==> src/rtl/stream_distributor_pkg.sv <==
// Shared types and constants for the stream distributor.
package stream_distributor_pkg;

    localparam int unsigned DEF_WIDTH     = 16;
    localparam int unsigned DEF_CNT_WIDTH = 16;

    // Output channel indices; sel is a single bit choosing between them.
    localparam logic SEL_Z = 1'b0;
    localparam logic SEL_Y = 1'b1;

    typedef enum logic {
        RECV = 1'b0,
        SEND = 1'b1
    } state_e;

endpackage : stream_distributor_pkg

==> src/rtl/stream_distributor.sv <==
// stream_distributor: splits one stb/ack stream onto two stb/ack outputs.
// Default build routes words round-robin (output_z first, then output_y).
// With STREAM_DISTRIBUTOR_ROUTE_BY_MSB_EN defined, each word is routed by its
// MSB instead: 0 -> output_z, 1 -> output_y. Per-output wrapping counters
// record delivered words for debug.
module stream_distributor
    import stream_distributor_pkg::*;
#(
    parameter int unsigned WIDTH     = DEF_WIDTH,
    parameter int unsigned CNT_WIDTH = DEF_CNT_WIDTH
) (
    input  logic                 clk,
    input  logic                 rst,
    input  logic [WIDTH-1:0]     input_a,
    input  logic                 input_a_stb,
    output logic                 input_a_ack,
    output logic [WIDTH-1:0]     output_z,
    output logic                 output_z_stb,
    input  logic                 output_z_ack,
    output logic [WIDTH-1:0]     output_y,
    output logic                 output_y_stb,
    input  logic                 output_y_ack,
    output logic [CNT_WIDTH-1:0] count_z,
    output logic [CNT_WIDTH-1:0] count_y
);

    state_e               state_q, state_d;
    logic                 sel_q, sel_d;
    logic                 in_ack_q, in_ack_d;
    logic [1:0]           stb_q, stb_d;
    logic [WIDTH-1:0]     data_q [2];
    logic [WIDTH-1:0]     data_d [2];
    logic [CNT_WIDTH-1:0] cnt_q [2];
    logic [CNT_WIDTH-1:0] cnt_d [2];

    logic [1:0]           out_ack;
    logic                 route;
    logic                 sel_after_send;

    assign out_ack[SEL_Z] = output_z_ack;
    assign out_ack[SEL_Y] = output_y_ack;

    // Output picked for the word being captured, and sel after a delivery.
    always_comb begin
`ifdef STREAM_DISTRIBUTOR_ROUTE_BY_MSB_EN
        route          = input_a[WIDTH-1];
        sel_after_send = sel_q;
`else
        route          = sel_q;
        sel_after_send = ~sel_q;
`endif
    end

    // Next-state and datapath update for the RECV/SEND handshake sequencer.
    always_comb begin
        state_d  = state_q;
        sel_d    = sel_q;
        in_ack_d = in_ack_q;
        stb_d    = stb_q;
        data_d   = data_q;
        cnt_d    = cnt_q;

        unique case (state_q)
            RECV: begin
                in_ack_d = 1'b1;
                if (in_ack_q && input_a_stb) begin
                    data_d[route] = input_a;
                    stb_d[route]  = 1'b1;
                    sel_d         = route;
                    in_ack_d      = 1'b0;
                    state_d       = SEND;
                end
            end
            SEND: begin
                // Only the selected channel's ack can complete the transfer.
                if (stb_q[sel_q] && out_ack[sel_q]) begin
                    stb_d[sel_q] = 1'b0;
                    cnt_d[sel_q] = cnt_q[sel_q] + CNT_WIDTH'(1);
                    sel_d        = sel_after_send;
                    in_ack_d     = 1'b1;
                    state_d      = RECV;
                end
            end
            default: begin
                state_d = RECV;
            end
        endcase
    end

    // State and datapath registers; synchronous reset discards any in-flight word.
    always_ff @(posedge clk) begin
        if (rst) begin
            state_q   <= RECV;
            sel_q     <= SEL_Z;
            in_ack_q  <= 1'b0;
            stb_q     <= 2'b00;
            data_q[0] <= '0;
            data_q[1] <= '0;
            cnt_q[0]  <= '0;
            cnt_q[1]  <= '0;
        end else begin
            state_q   <= state_d;
            sel_q     <= sel_d;
            in_ack_q  <= in_ack_d;
            stb_q     <= stb_d;
            data_q[0] <= data_d[0];
            data_q[1] <= data_d[1];
            cnt_q[0]  <= cnt_d[0];
            cnt_q[1]  <= cnt_d[1];
        end
    end

    assign input_a_ack  = in_ack_q;
    assign output_z     = data_q[SEL_Z];
    assign output_z_stb = stb_q[SEL_Z];
    assign output_y     = data_q[SEL_Y];
    assign output_y_stb = stb_q[SEL_Y];
    assign count_z      = cnt_q[SEL_Z];
    assign count_y      = cnt_q[SEL_Y];

endmodule : stream_distributor

==> config.mk <==
export PLATFORM = sky130hd
export DESIGN_NAME = stream_distributor
export DESIGN_NICKNAME = d
export VERILOG_FILES = /design/src/rtl/stream_distributor_pkg.sv /design/src/rtl/stream_distributor.sv
export SDC_FILE = /design/constraint.sdc
export NUM_CORES = 1
export LEC_CHECK = 0
export ABC_AREA = 1
export BUFFER_PORTS_ARGS = -buffer_cell sky130_fd_sc_hd__buf_2
export CAP_MARGIN = 20
export CORE_ASPECT_RATIO = 0.5
export CORE_MARGIN = 2
export CORE_UTILIZATION = 25
export CTS_BUF_LIST = sky130_fd_sc_hd__clkbuf_8 sky130_fd_sc_hd__clkbuf_16
export DETAILED_ROUTE_END_ITERATION = 8
export SETUP_SLACK_MARGIN = 0.3
export SLEW_MARGIN = 5
export SYNTH_ARGS = -nofsm -noshare
export SYNTH_HDL_FRONTEND = slang
export SYNTH_SLANG_ARGS = --single-unit
==> constraint.sdc <==
create_clock -name clk -period 1.8 [get_ports clk]
set_input_delay 0.36 -clock clk [delete_from_list [all_inputs] [get_ports clk]]
set_output_delay 0.36 -clock clk [all_outputs]
set_load 0.005 [all_outputs]
**Word level (Yosys, flattened, before mapping)**

Index checks and enable logic that the tools add are counted.

- Latch bits: 0
- Memory bits (read-only): 0
- Bits in registers: 69
- Logic and storage cells: 53
- Memory bits (writable): 0
- Input bits: 21
- Output and inout port bits: 67
- Memories kept: 0

- Divide/modulo/power cells: 0
- Magnitude comparators: 4
- Multiplexer cells: 24
- Reductions and logical operators: 8
- Eq/ne operators: 2
- Add/sub/neg operators: 1
- Bitwise gates (word level): 6
- $mul: 0
- Shift operators: 0

Operators with widths:

| operator | count |
|---|---|
| $bwmux 32 | 2 |
| $mux 16 | 4 |
| $add 16x1->16 const B | 1 |
| $demux 16 s1 | 1 |
| $mux 1 | 11 |
| $reduce_and 2->1 | 4 |
| $logic_and 1x1->1 | 4 |
| $mux 2 | 2 |
| $pmux 1 s2 | 2 |
| $pmux 2 s2 | 1 |
| $and 2x2->2 | 1 |
| $ge 2x2->1 const B | 1 |
| $lt 1x2->1 const B | 1 |
| $lt 2x1->1 const B | 1 |
| $ne 2x1->1 const B | 1 |
| $ne 2x2->1 const B | 1 |
| $not 1->1 | 2 |
| $not 1->2 | 1 |
| $not 2->2 | 1 |
| $or 2x2->2 | 1 |
| $demux 1 s1 | 1 |
| $ge 1x1->1 const B | 1 |

**Depth between registers and ports, before layout**

- Depth after elaboration: 8
- Mapped depth: 12
- Depth with buffers taken out: 11

**Worst setup path before layout**

OpenSTA, ideal clock, no wires.

- Path kind: reg-to-reg
- Start point: register sel_q (netlist: route)
- End point: register cnt_q, in the netlist count_z[14]
- Buffers on the path: 1
- Required time: 1.691 ns
- Data arrival time: 1.537 ns
- Setup slack: 0.155 ns
- Clock period less this slack: 1.645 ns
- Setup time: 0.109 ns
- Cell stages (with the launch flop): 12
- Cells stage by stage: dfxtp_1 buf_6 nand2_2 o21ai_2 ha_1 nand3_4 nor2_4 nand3_2 nand2_1 nand3_1 nand2_1 inv_1

- Cells in the longest elaborated chain, start to end: 6
- Elaborated cells on any way between the ends: 17
- Those cells by class: 1 x add/sub; 2 x order compare; 10 x mux; 1 x bitwise; 3 x reduce/logical

Ends and longest elaborated chain:

| element | line | text |
|---|---|---|
| start: declaration | stream_distributor.sv:28 | `logic sel_q, sel_d;` |
| start signal: assignment | stream_distributor.sv:103 | `sel_q <= sel_d;` |
| $not 1->2 (implied by the code) | stream_distributor.sv:78 | `cnt_d[sel_q] = cnt_q[sel_q] + CNT_WIDTH'(1);` |
| $mux 16 (implied by the code) (tied with other cells) | stream_distributor.sv:78 |  |
| $mux 16 (implied by the code) or $logic_and 1x1->1 (tied branches) | stream_distributor.sv:78 |  |
| $mux 16 (implied by the code) | stream_distributor.sv:78 |  |
| $add 16x1->16 or $demux 16 s1 (tied branches) | stream_distributor.sv:78 |  |
| $bwmux 32 | stream_distributor.sv:78 |  |
| end: declaration | stream_distributor.sv:33 | `logic [CNT_WIDTH-1:0] cnt_q [2];` |

Several ways; a longest one is shown, not always the timed one. The select of a mux whose other input is x is not followed.
A chain may end at the register's enable or synchronous reset.

**Worst setup path in the final report**

Same ends and word-level chain as after synthesis.

==> metrics <==
post-synth top area share 40.5%; antenna violations before repair 1; Reg clk slew, reported paths 60 ps; Die X 169 um; mapped cell area 0.00341 mm^2; WS Path Type flop to flop; CTS H-Tree Depth 3; CP max stage cell dfxtp_4; Layout Skew 5.08 ps; Slew Limit Fails 0; Clk network pwr share 48.5%; top cells by count, synth nand2_1, dfxtp_1, inv_1; share of post-route cells with drive strength above 1 32.4%; hpwl dp 6910 um; leading area contributor after synthesis dfxtp_1; CTS tree yes; largest family of logic cells by synthesized area simple AND/OR/NAND/NOR gates; final worst path period share 88.2%; vias in the first global route 3226; mux share of post-synthesis cell area 0%; ranking of synthesized cells by area dfxtp_1, nand2_1, inv_1; Post-Synth Adder-Cell Area 0.367%; XOR/XNOR share of the synthesized area 1.21%; total wire length 9590 um; Period minus WS final 1590 ps; input/output buffers 87; Warnings, synthesis 0; placed instance area 0.00409 mm^2; Final Cell Area 0.00460 mm^2; Vias 3360; CTS sink cnt 69; cell with the most instances after synthesis nand2_1; CTS Hold Buffers Added 0; I/O pins 88; Total Routing Usage GR 13.6%; Async SR Flop Fraction 0%; Die Y 86.5 um; #FFs+latches synth 69; global-route wire length before repair 15600 um; Worst slew margin 78.3%; Gate power share 7.3%; nets@finish 601; worst-path maximum fanout 7; critical path capture point type flop; post-synthesis sequential area ratio 40.5%; DR vias/cell 4.42; non-filler cells in the finished layout 761; Slew @ Worst Pin 323 ps; syn_nets 496; Placer Congestion 0.816; post-route ant nets 0; Hold Crit Start input_a[6]; TNS Setup 0 ps; Worst Path Required 2030 ps; Crit path largest cell delay 400 ps; P&R area growth vs syn 35.1%; sw frac 23.2%; distinct cell type count of the synthesized netlist 33; register area 0.00139 mm^2; final hold violations 0; Internal Power 2.77 mW; Post-synth EDFFs 0; CP arrival 1820 ps; final core occ 34.3%; Peak supply drop 0.428 mV; row count 30; pwr dens 785 mW/mm^2; Critical Path Start Type flop; Max Buffers Root-to-Sink 2; CP Cell Sequence buf_12, o21ai_4, ha_4, nand3_4, nor2_4, nand3_2, nand2_1, nand3_1, nand2_1, inv_1; MaxCap Viol Count 0; multi-input logic area 0.00175 mm^2; CP startpoint route; full die area 0.0146 mm^2; DRT iter0 DRCs 123; Skew-Pair Late Insertion Delay 330 ps; synthesized area per cell 7.19 um^2; FMAX 630 MHz; status finished, final reports clean; initial core utilization 25.4%; Seq pwr share 44.2%; Placed Cells 737; Layout fillers 1463; CTS buffer count 9; Pre-antenna DRT Iters 4; Net Sw Power 0.840 mW; Core Footprint 0.0134 mm^2; hold crit path type input pin to flop; Crit path top cell by count nand2_1; Synth Area in Simple Gates 29.8%; top_reg_cell synth dfxtp_1; largest net degree at the start of global routing 34; Compound-Gate Fraction of Synth Area 16.3%; DRC viols 0; RSZ-0062 raised after global routing true; r2r startpoint route; Final setup viols 0; clock root buffer clkbuf_16; leakage 2.15 nW; WL/cell 12.6 um; Post-Synthesis Cells 474; GR Overflow Total 0
==> path summary, 6_finish.rpt <==
check                           cells after the start            to  slack, ps
worst max-delay path                               10   count_z[14]        210
worst min-delay path                                3   output_z[6]        260
worst max register to register                     10   count_z[14]        210
worst min register to register                      2  output_y[15]        440
==> layer usage <==
metal / GRT usage [%] / part of all wire (%) / vias up
li1: - / - / 1733
met1: 16.6 / 46 / 1551
met2: 23.4 / 48 / 66
met3: 4.11 / 5.0 / 10
met4: 3.96 / 1.1 / 0
met5: 0 / 0 / -
==> layout by cell type, fill, tap and decap left out, types with 2 or more instances in the layout <==
master,count
buf_4,19
nand4_1,8
a21oi_1,35
nand3_4,3
o21ai_0,41
buf_2,87
nor2_2,4
o21ai_2,5
nand3_1,20
nor2_8,2
nor2_1,41
o22ai_1,3
inv_1,65
a31oi_1,3
nand2_1,95
o21ai_1,12
nand2_4,4
dfxtp_1,68
nand3_2,3
buf_12,3
nor2_4,11
clkinv_2,5
o21ai_4,2
buf_6,2
xor2_2,2
clkbuf_16,10
nand2_2,19
==> state kept, by name (all words and copies together) (netlist names), named ones only <==
| signal | count |
|---|---|
| output_y | 16 |
| count_z | 16 |
| state_q | 1 |
| input_a_ack | 1 |
| route | 1 |
| count_y | 16 |
| output_z | 16 |
==> layout make-up <==
class | count | share of cell area, %
clock buffer | 10 | 5.19
clock inverter | 6 | 1.17
inverter | 67 | 5.54
multi-input combinational | 319 | 37.9
sequential | 69 | 30.1
timing repair buffer | 113 | 15.2
tap | 176 | 4.78
antenna | 1 | 0.0544
==> through the flow <==
step	setup slack, ps	power (mW)	hold slack (ps)
after global placement	115	1.88	428
after detailed placement	91.3	1.88	434
after CTS	210	3.67	249
final	212	3.61	259
after global routing	84.1	3.76	277
after floorplan	257	1.76	440
==> worst max-delay path: cells and delay by family, from the launching register on <==
family | cells | cell delay [ps]
simple gates | 6 | 560
buf+inv | 2 | 180
flops | 1 | 400
fa+ha+maj | 1 | 180
compound gates | 1 | 170
==> power by group through the flow <==
stage | Sequential [mW] | Clock (mW) | Combinational (mW)
detailed placement | 1.63 | 0 | 0.255
floorplan | 1.63 | 0 | 0.130
CTS | 1.59 | 1.81 | 0.260
finish | 1.60 | 1.75 | 0.264
global route | 1.60 | 1.86 | 0.302
global placement | 1.63 | 0 | 0.254
==> kinds of logic after synthesis <==
kind of cell | count (synthesis)
buffers and inverters | 86
and+or+nand+nor | 211
xor gates and xnor gates | 3
adders and majority gates | 1
DFF | 69
AOI/OAI and AO/OA | 104
==> timing repair <==
item | CTS | global route
endpoints found under the hold margin | 0 | 0
gates resized for setup | 13 | 33
setup endpoints to repair | 32 | 41
buffers inserted | 2 | 4
cloned | 0 | 1
pin swaps | 5 | 13
Power figures use the tool's default switching activity.
